**src/rtl/clk_frame_gen.sv**
```systemverilog
// Bit-clock / frame-sync generator: divides CLK_IN into BCLK and FSYNC for I2S or TDM
// frames, with CLK_IN-domain edge strobes and frame-aligned, glitch-free rate switching.
module clk_frame_gen #(
    parameter int unsigned CLK_FREQ    = 122880000,
    parameter int unsigned CHANNELS    = 2,
    parameter int unsigned SLOT_BITS   = 32,
    parameter int unsigned FSYNC_PULSE = 0
) (
    input  logic                          CLK_IN,
    input  logic                          reset,
    input  logic [1:0]                    Speed,
    output logic                          BCLK,
    output logic                          Brise,
    output logic                          Bfall,
    output logic                          FSYNC,
    output logic                          Fstart,
    output logic [$clog2(CHANNELS)-1:0]   SLOT,
    output logic [4:0]                    BIT,
    output logic [1:0]                    Speed_active
);
    localparam int SW = $clog2(CHANNELS);

    function automatic longint bdiv_full(input int s);
        return longint'(CLK_FREQ) /
               (longint'(48000) * (longint'(1) << s) * longint'(CHANNELS) * longint'(SLOT_BITS));
    endfunction

    localparam longint BD_MIN = bdiv_full(3);
    localparam longint BD_MAX = bdiv_full(0);

    localparam logic [15:0] BD0 = 16'(bdiv_full(0));
    localparam logic [15:0] BD1 = 16'(bdiv_full(1));
    localparam logic [15:0] BD2 = 16'(bdiv_full(2));
    localparam logic [15:0] BD3 = 16'(bdiv_full(3));

    localparam logic [SW-1:0] SLOT_LAST = SW'(CHANNELS - 1);
    localparam logic [SW-1:0] SLOT_HALF = SW'(CHANNELS / 2);
    localparam logic [4:0]    BIT_TOP   = 5'(SLOT_BITS - 1);

    // Reject configurations the divider cannot produce cleanly.
    if (BD_MIN < 2 || BD_MAX > 65535) begin : g_bad_div
        $error("clk_frame_gen: BDIV out of range 2..65535 for some Speed");
    end
    if (CHANNELS < 2 || (CHANNELS % 2) != 0) begin : g_bad_ch
        $error("clk_frame_gen: CHANNELS must be even and >= 2");
    end
    if (SLOT_BITS < 8 || SLOT_BITS > 32) begin : g_bad_sb
        $error("clk_frame_gen: SLOT_BITS must be 8..32");
    end

    function automatic logic [15:0] bdiv_sel(input logic [1:0] s);
        case (s)
            2'b00:   return BD0;
            2'b01:   return BD1;
            2'b10:   return BD2;
            default: return BD3;
        endcase
    endfunction

    logic [15:0]   bcnt, bcnt_n, div_cur, div_next;
    logic          wrap, frame_end;
    logic          bclk_n, brise_n, fsync_n;
    logic [SW-1:0] slot_n;
    logic [4:0]    bit_n;
    logic [1:0]    spd_n;

    always_comb begin
        div_cur   = bdiv_sel(Speed_active);
        wrap      = (bcnt == div_cur - 16'd1);
        frame_end = wrap && (SLOT == SLOT_LAST) && (BIT == 5'd0);
        spd_n     = Speed_active;
        div_next  = div_cur;
        bcnt_n    = bcnt + 16'd1;
        slot_n    = SLOT;
        bit_n     = BIT;

        // The new rate takes over exactly at the wrap that starts the next frame,
        // so the period ending here is still a full old-rate period.
        if (frame_end) begin
            spd_n    = Speed;
            div_next = bdiv_sel(Speed);
        end

        if (wrap) begin
            bcnt_n = 16'd0;
            if (BIT == 5'd0) begin
                bit_n  = BIT_TOP;
                slot_n = (SLOT == SLOT_LAST) ? '0 : SLOT + SW'(1);
            end else begin
                bit_n = BIT - 5'd1;
            end
        end

        bclk_n  = (bcnt_n >= (div_next >> 1));
        brise_n = (bcnt_n == (div_next >> 1));

        if (FSYNC_PULSE != 0)
            fsync_n = (slot_n == '0) && (bit_n == BIT_TOP);
        else
            fsync_n = (slot_n >= SLOT_HALF);
    end

    always_ff @(posedge CLK_IN or posedge reset) begin
        if (reset) begin
            bcnt         <= BD0 - 16'd1;
            BCLK         <= 1'b0;
            Brise        <= 1'b0;
            Bfall        <= 1'b0;
            Fstart       <= 1'b0;
            SLOT         <= SLOT_LAST;
            BIT          <= 5'd0;
            FSYNC        <= (FSYNC_PULSE == 0);
            Speed_active <= 2'b00;
        end else begin
            bcnt         <= bcnt_n;
            BCLK         <= bclk_n;
            Brise        <= brise_n;
            Bfall        <= wrap;
            Fstart       <= frame_end;
            SLOT         <= slot_n;
            BIT          <= bit_n;
            FSYNC        <= fsync_n;
            Speed_active <= spd_n;
        end
    end

endmodule
```
**config.mk**
```make
export PLATFORM = sky130hd
export DESIGN_NAME = clk_frame_gen
export DESIGN_NICKNAME = d
export VERILOG_FILES = /design/src/rtl/clk_frame_gen.sv
export SDC_FILE = /design/constraint.sdc
export NUM_CORES = 1
export LEC_CHECK = 0
export ABC_CLOCK_PERIOD_IN_PS = 3000
export CAP_MARGIN = 10
export CORE_ASPECT_RATIO = 1.25
export CORE_MARGIN = 2
export CORE_UTILIZATION = 40
export CTS_CLUSTER_DIAMETER = 120
export CTS_CLUSTER_SIZE = 10
export DETAILED_ROUTE_END_ITERATION = 8
export PLACE_DENSITY = 0.72
export SKIP_CTS_REPAIR_TIMING = 1
export SYNTH_ARGS = -nofsm -noshare
export SYNTH_HDL_FRONTEND = slang
export SYNTH_SLANG_ARGS = --single-unit
export TNS_END_PERCENT = 20
```
**constraint.sdc**
```tcl
create_clock -name CLK_IN -period 3 [get_ports CLK_IN]
set_clock_uncertainty 0.05 [all_clocks]
set_input_delay 0.6 -clock CLK_IN [delete_from_list [all_inputs] [get_ports CLK_IN]]
set_output_delay 0.6 -clock CLK_IN [all_outputs]
set_load 0.01 [all_outputs]
```
==> flow_results.org <==
** Timing
- Final Cycle Share :: 98.4%
- Timing would allow up to 339 MHz.
- On the final layout, the worst hold slack is 0.486 ns.
- Setup repair after global routing missed its margin :: yes
- PnR worst setup slack :: 0.0477 ns
- Measured against its own limit, the worst slew margin works out to 70.0%.
- The count of final max-slew check failures came to 0.
- Min cycle time layout :: 2.95 ns
- At the pin with the least slew margin, the transition time is 0.449 ns.
- Setup violation total in the final timing report :: 0
- The final count of hold timing violations is 0.

** Cells and area
- Counting the fill cells in the layout gives 381.
- Layout-stage area growth over the synthesis result :: 32.5%
- In the final layout, the multi-input gates occupy 0.00116 mm².
- The repair_antennas step left the layout with diodes totalling 0.
- Cells with a size suffix above 1 make up 30.3% of the layout.
- In the final layout, flip-flops and latches occupy 709 µm².
- Post-layout nets :: 240

** Die
- The die covers 0.00515 mm².
- Core Rows :: 27
- Std-Cell Core Area :: 0.00443 mm²
- 17 I/O pins were placed.
- The floorplan step set the die height to 79.7 µm.
- The die is 64.6 µm wide.
- Once the floorplan was initialized, standard cells occupied 41.4% of the core.

** Clock network
- Clock tree synthesis found a total of 28 sinks.
- The root buffer cell chosen for the clock tree is sky130_fd_sc_hd__clkbuf_8.
- In this run the number of H-tree levels came out at 1.
- Total clock buffers created by CTS :: 3
- CTS clock-pin slew for the worst setup and hold paths :: 0.10 ns
- For the worst-skew pair, the clock arrives at the later sink with an insertion delay of 0.28 ns.
- TritonCTS built the clock tree.
- Clk buf depth :: 2

** Global route
- First-pass GRT wire length :: 6.39 mm
- Maximum number of pins on one net before global-route repair :: 29
- Global routing used 15.8% of the available tracks.
- The initial antenna violation count came to 0.
- The number of global-route vias before repair came to 1372.
- Gr ovfl total :: 0

** Synthesis
- In this run the mean area of a mapped cell was 10.5 µm².
- After synthesis, flip-flops and latches occupy 38.5% of the total area.
- Synth warnings :: 0
- The mapped netlist covers 0.00183 mm².
- Nets in the synthesized netlist :: 193
- Number of synthesized flops with an enable pin :: 0
- Most common cell in the netlist :: sky130_fd_sc_hd__dfrtp_1
- Counting flops and latches in the post-synthesis netlist gives 28.
- Share of the synthesized area in the top cell type :: 31.4%
- Main synth FF type :: sky130_fd_sc_hd__dfrtp_1
- After synthesis, the share of flip-flops with an asynchronous set or reset is 100%.
- Ranked by instance count, the synthesized netlist is headed by sky130_fd_sc_hd__dfrtp_1, sky130_fd_sc_hd__nor2_1, sky130_fd_sc_hd__ha_1, sky130_fd_sc_hd__xnor2_1, sky130_fd_sc_hd__nand2_1.
- Leading area contributor after synthesis :: sky130_fd_sc_hd__dfrtp_1
- In the post-synthesis netlist, the biggest area contributors are sky130_fd_sc_hd__dfrtp_1, sky130_fd_sc_hd__ha_1, sky130_fd_sc_hd__dfstp_2, sky130_fd_sc_hd__xnor2_1, sky130_fd_sc_hd__xor2_1.
- Synthesis produced 175 cells.
- Number of unique standard cell types used by synthesis :: 42

** Worst setup path
- Chain of cells forming the critical path :: ha_1 -> nor2_1 -> xor2_1 -> nor3_4 -> nand3_4 -> mux2_4 -> ha_4 -> nand2b_4 -> a21o_1 -> a211oi_2 -> o21bai_1 -> a211o_1
- On the critical path the largest part of the delay comes from compound AO/OA/AOI/OAI gates.
- Slowest cell on the critical path :: sky130_fd_sc_hd__dfrtp_2
- Arr. time, crit path :: 3.08 ns
- Critical path type :: flip-flop to flip-flop
- Counting both buffers and inverters, the worst setup path holds a total of 0.
- In this run the worst path has a maximum fanout of 4.
- The worst setup path is launched from a flip-flop.
- Kind of end point of the critical path :: flip-flop
- Data on the critical path is required at its endpoint by 3.13 ns.
- In this design, the stage delay of the slowest critical-path cell is 0.46 ns.

** Power
- Net switching is 40.1% of the power.
- In this run the power density over the cells is 960 mW/mm².
- Summed over all cells, the static leakage comes to 1.12 nW.
- Across the VDD grid, the largest voltage drop is 0.531 mV.
- Power dissipated by switching net loads :: 0.000937 W
- Of the total power, registers draw 28.6%.
- The internal power of the cells totals 0.00140 W.
- In this run, the clock network consumes 13.0% of the power.
- Proportion of power drawn by combinational gates :: 58.3%

** Hold path
- Min-Delay Path Class :: flip-flop to flip-flop

** Route
- Dividing the detail-routed wire length by the instance count gives 13.7 µm.
- For this block, the routed nets add up to 3.82 mm of wire.
- Detailed routing inserted a total of 1379 vias.
- After the first detailed-routing iteration, the DRC count stood at 38.
- Detailed-route DRC error count :: 0
- In this run the remaining antenna-violating nets after routing total 0.
- The first detailed-routing pass took 4 iterations.
- Via density per instance :: 4.94

** Place
- After legalization and detailed placement, the total HPWL measured 2.86 mm.
- Prior to clock tree synthesis, the placed netlist has a worst setup slack of -0.0380 ns.
- Final Wtd Congestion :: 0.774
- In this run the tool buffered the top-level ports with 16 buffer cells.

** Job
- Max capacitance violation total :: 0

** Run status
- The run finished with clean final reports.
metal layers:
layer	vias to the layer above	wire length (µm)	track usage [%]
li1	699	-	-
met1	661	1560	19.2
met2	14	2120	29.4
met3	5	77	1.69
met4	0	58	4.47
met5	-	0	0
power by group through the flow:
stage                     sequential, W  clock [W]  combinational [W]
after floorplan                0.000678          0           0.000816
after global placement         0.000662          0            0.00119
after detailed placement       0.000670          0            0.00121
after CTS                      0.000663   0.000311            0.00122
after global routing           0.000687   0.000329            0.00150
final                          0.000669   0.000304            0.00136
cell usage in the layout (no fill, tap or decap), types with 2 or more instances in the layout:
master,count
sky130_fd_sc_hd__a22o_1,2
sky130_fd_sc_hd__and3_1,4
sky130_fd_sc_hd__buf_4,30
sky130_fd_sc_hd__clkbuf_8,3
sky130_fd_sc_hd__clkdlybuf4s50_1,16
sky130_fd_sc_hd__dfrtp_1,21
sky130_fd_sc_hd__dfrtp_2,2
sky130_fd_sc_hd__dfstp_2,5
sky130_fd_sc_hd__ha_1,11
sky130_fd_sc_hd__ha_4,3
sky130_fd_sc_hd__inv_1,7
sky130_fd_sc_hd__mux2_4,4
sky130_fd_sc_hd__mux2i_1,3
sky130_fd_sc_hd__nand2_1,10
sky130_fd_sc_hd__nand2b_1,2
sky130_fd_sc_hd__nand3_1,5
sky130_fd_sc_hd__nand3_2,2
sky130_fd_sc_hd__nand3_4,3
sky130_fd_sc_hd__nand4_1,3
sky130_fd_sc_hd__nor2_1,15
sky130_fd_sc_hd__nor2b_1,3
sky130_fd_sc_hd__nor3_1,9
sky130_fd_sc_hd__nor3_4,2
sky130_fd_sc_hd__nor4_4,2
sky130_fd_sc_hd__o21ai_0,6
sky130_fd_sc_hd__o21bai_1,2
sky130_fd_sc_hd__or3_1,2
sky130_fd_sc_hd__xnor2_1,13
sky130_fd_sc_hd__xor2_1,8
cells by family after synthesis:
group | count (synthesis) | synth area share (%)
compound gates | 20 | 7.50
flops | 28 | 38.5
fa+ha+maj | 14 | 9.55
xor+xnor | 23 | 11.0
buf+inv | 13 | 3.55
simple gates | 70 | 25.0
mux | 7 | 4.91
cell type report:
cell class | instances | share of cell area (%)
multi-input cells | 134 | 47.6
flip-flops and latches | 28 | 29.2
repair buffers | 46 | 15.9
well taps | 58 | 2.99
clock buffers | 3 | 1.70
inverters | 9 | 1.49
clock inverters | 1 | 1.24
final timing paths:
path                                              from                         end  slack, ns  depth (start not counted)
setup / recovery           Speed_active[0]$_DFFE_PP0N_              BCLK$_DFF_PP0_       0.05                         12
hold / removal                      BIT[4]$_DFFE_PP0N_          BIT[4]$_DFFE_PP0N_       0.49                          1
setup reg to reg           Speed_active[0]$_DFFE_PP0N_              BCLK$_DFF_PP0_       0.05                         12
hold reg to reg                     BIT[4]$_DFFE_PP0N_          BIT[4]$_DFFE_PP0N_       0.49                          1
max in group asynchronous                        reset  asynchronous set/reset pin       1.96                          3
min in group asynchronous                        reset           bcnt[9]$_DFF_PP0_       0.62                          3
worst register-to-register path, cell delays in order (launching register included):
cell and delay [ns]:
sky130_fd_sc_hd__dfrtp_2 0.46, sky130_fd_sc_hd__ha_1 0.25, sky130_fd_sc_hd__nor2_1 0.17, sky130_fd_sc_hd__xor2_1 0.41, sky130_fd_sc_hd__nor3_4 0.11, sky130_fd_sc_hd__nand3_4 0.11
sky130_fd_sc_hd__mux2_4 0.31, sky130_fd_sc_hd__ha_4 0.21, sky130_fd_sc_hd__nand2b_4 0.13, sky130_fd_sc_hd__a21o_1 0.15, sky130_fd_sc_hd__a211oi_2 0.17, sky130_fd_sc_hd__o21bai_1 0.10
sky130_fd_sc_hd__a211o_1 0.22
registers in the layout (all words and copies together) (netlist names), named ones only:
name          cells
Brise             1
Fstart            1
Bfall             1
BCLK              1
BIT               5
bcnt             16
Speed_active      2
metrics by stage:
| stage | util [%] | std cells | total power (W) | TNS (ns) | instance area (µm²) |
|---|---|---|---|---|---|
| after floorplan | - | 175 | 0.00149 | 0 | 1870 |
| after global placement | 50.7 | 268 | 0.00185 | 0 | 2250 |
| after detailed placement | 50.7 | 268 | 0.00188 | -0.0380 | 2250 |
| after global routing | 54.9 | 279 | 0.00251 | -0.0879 | 2430 |
| final | 54.9 | 279 | 0.00233 | 0 | 2430 |
| after CTS | 52.4 | 272 | 0.00220 | -0.0657 | 2320 |
Power figures use the tool's default switching activity.
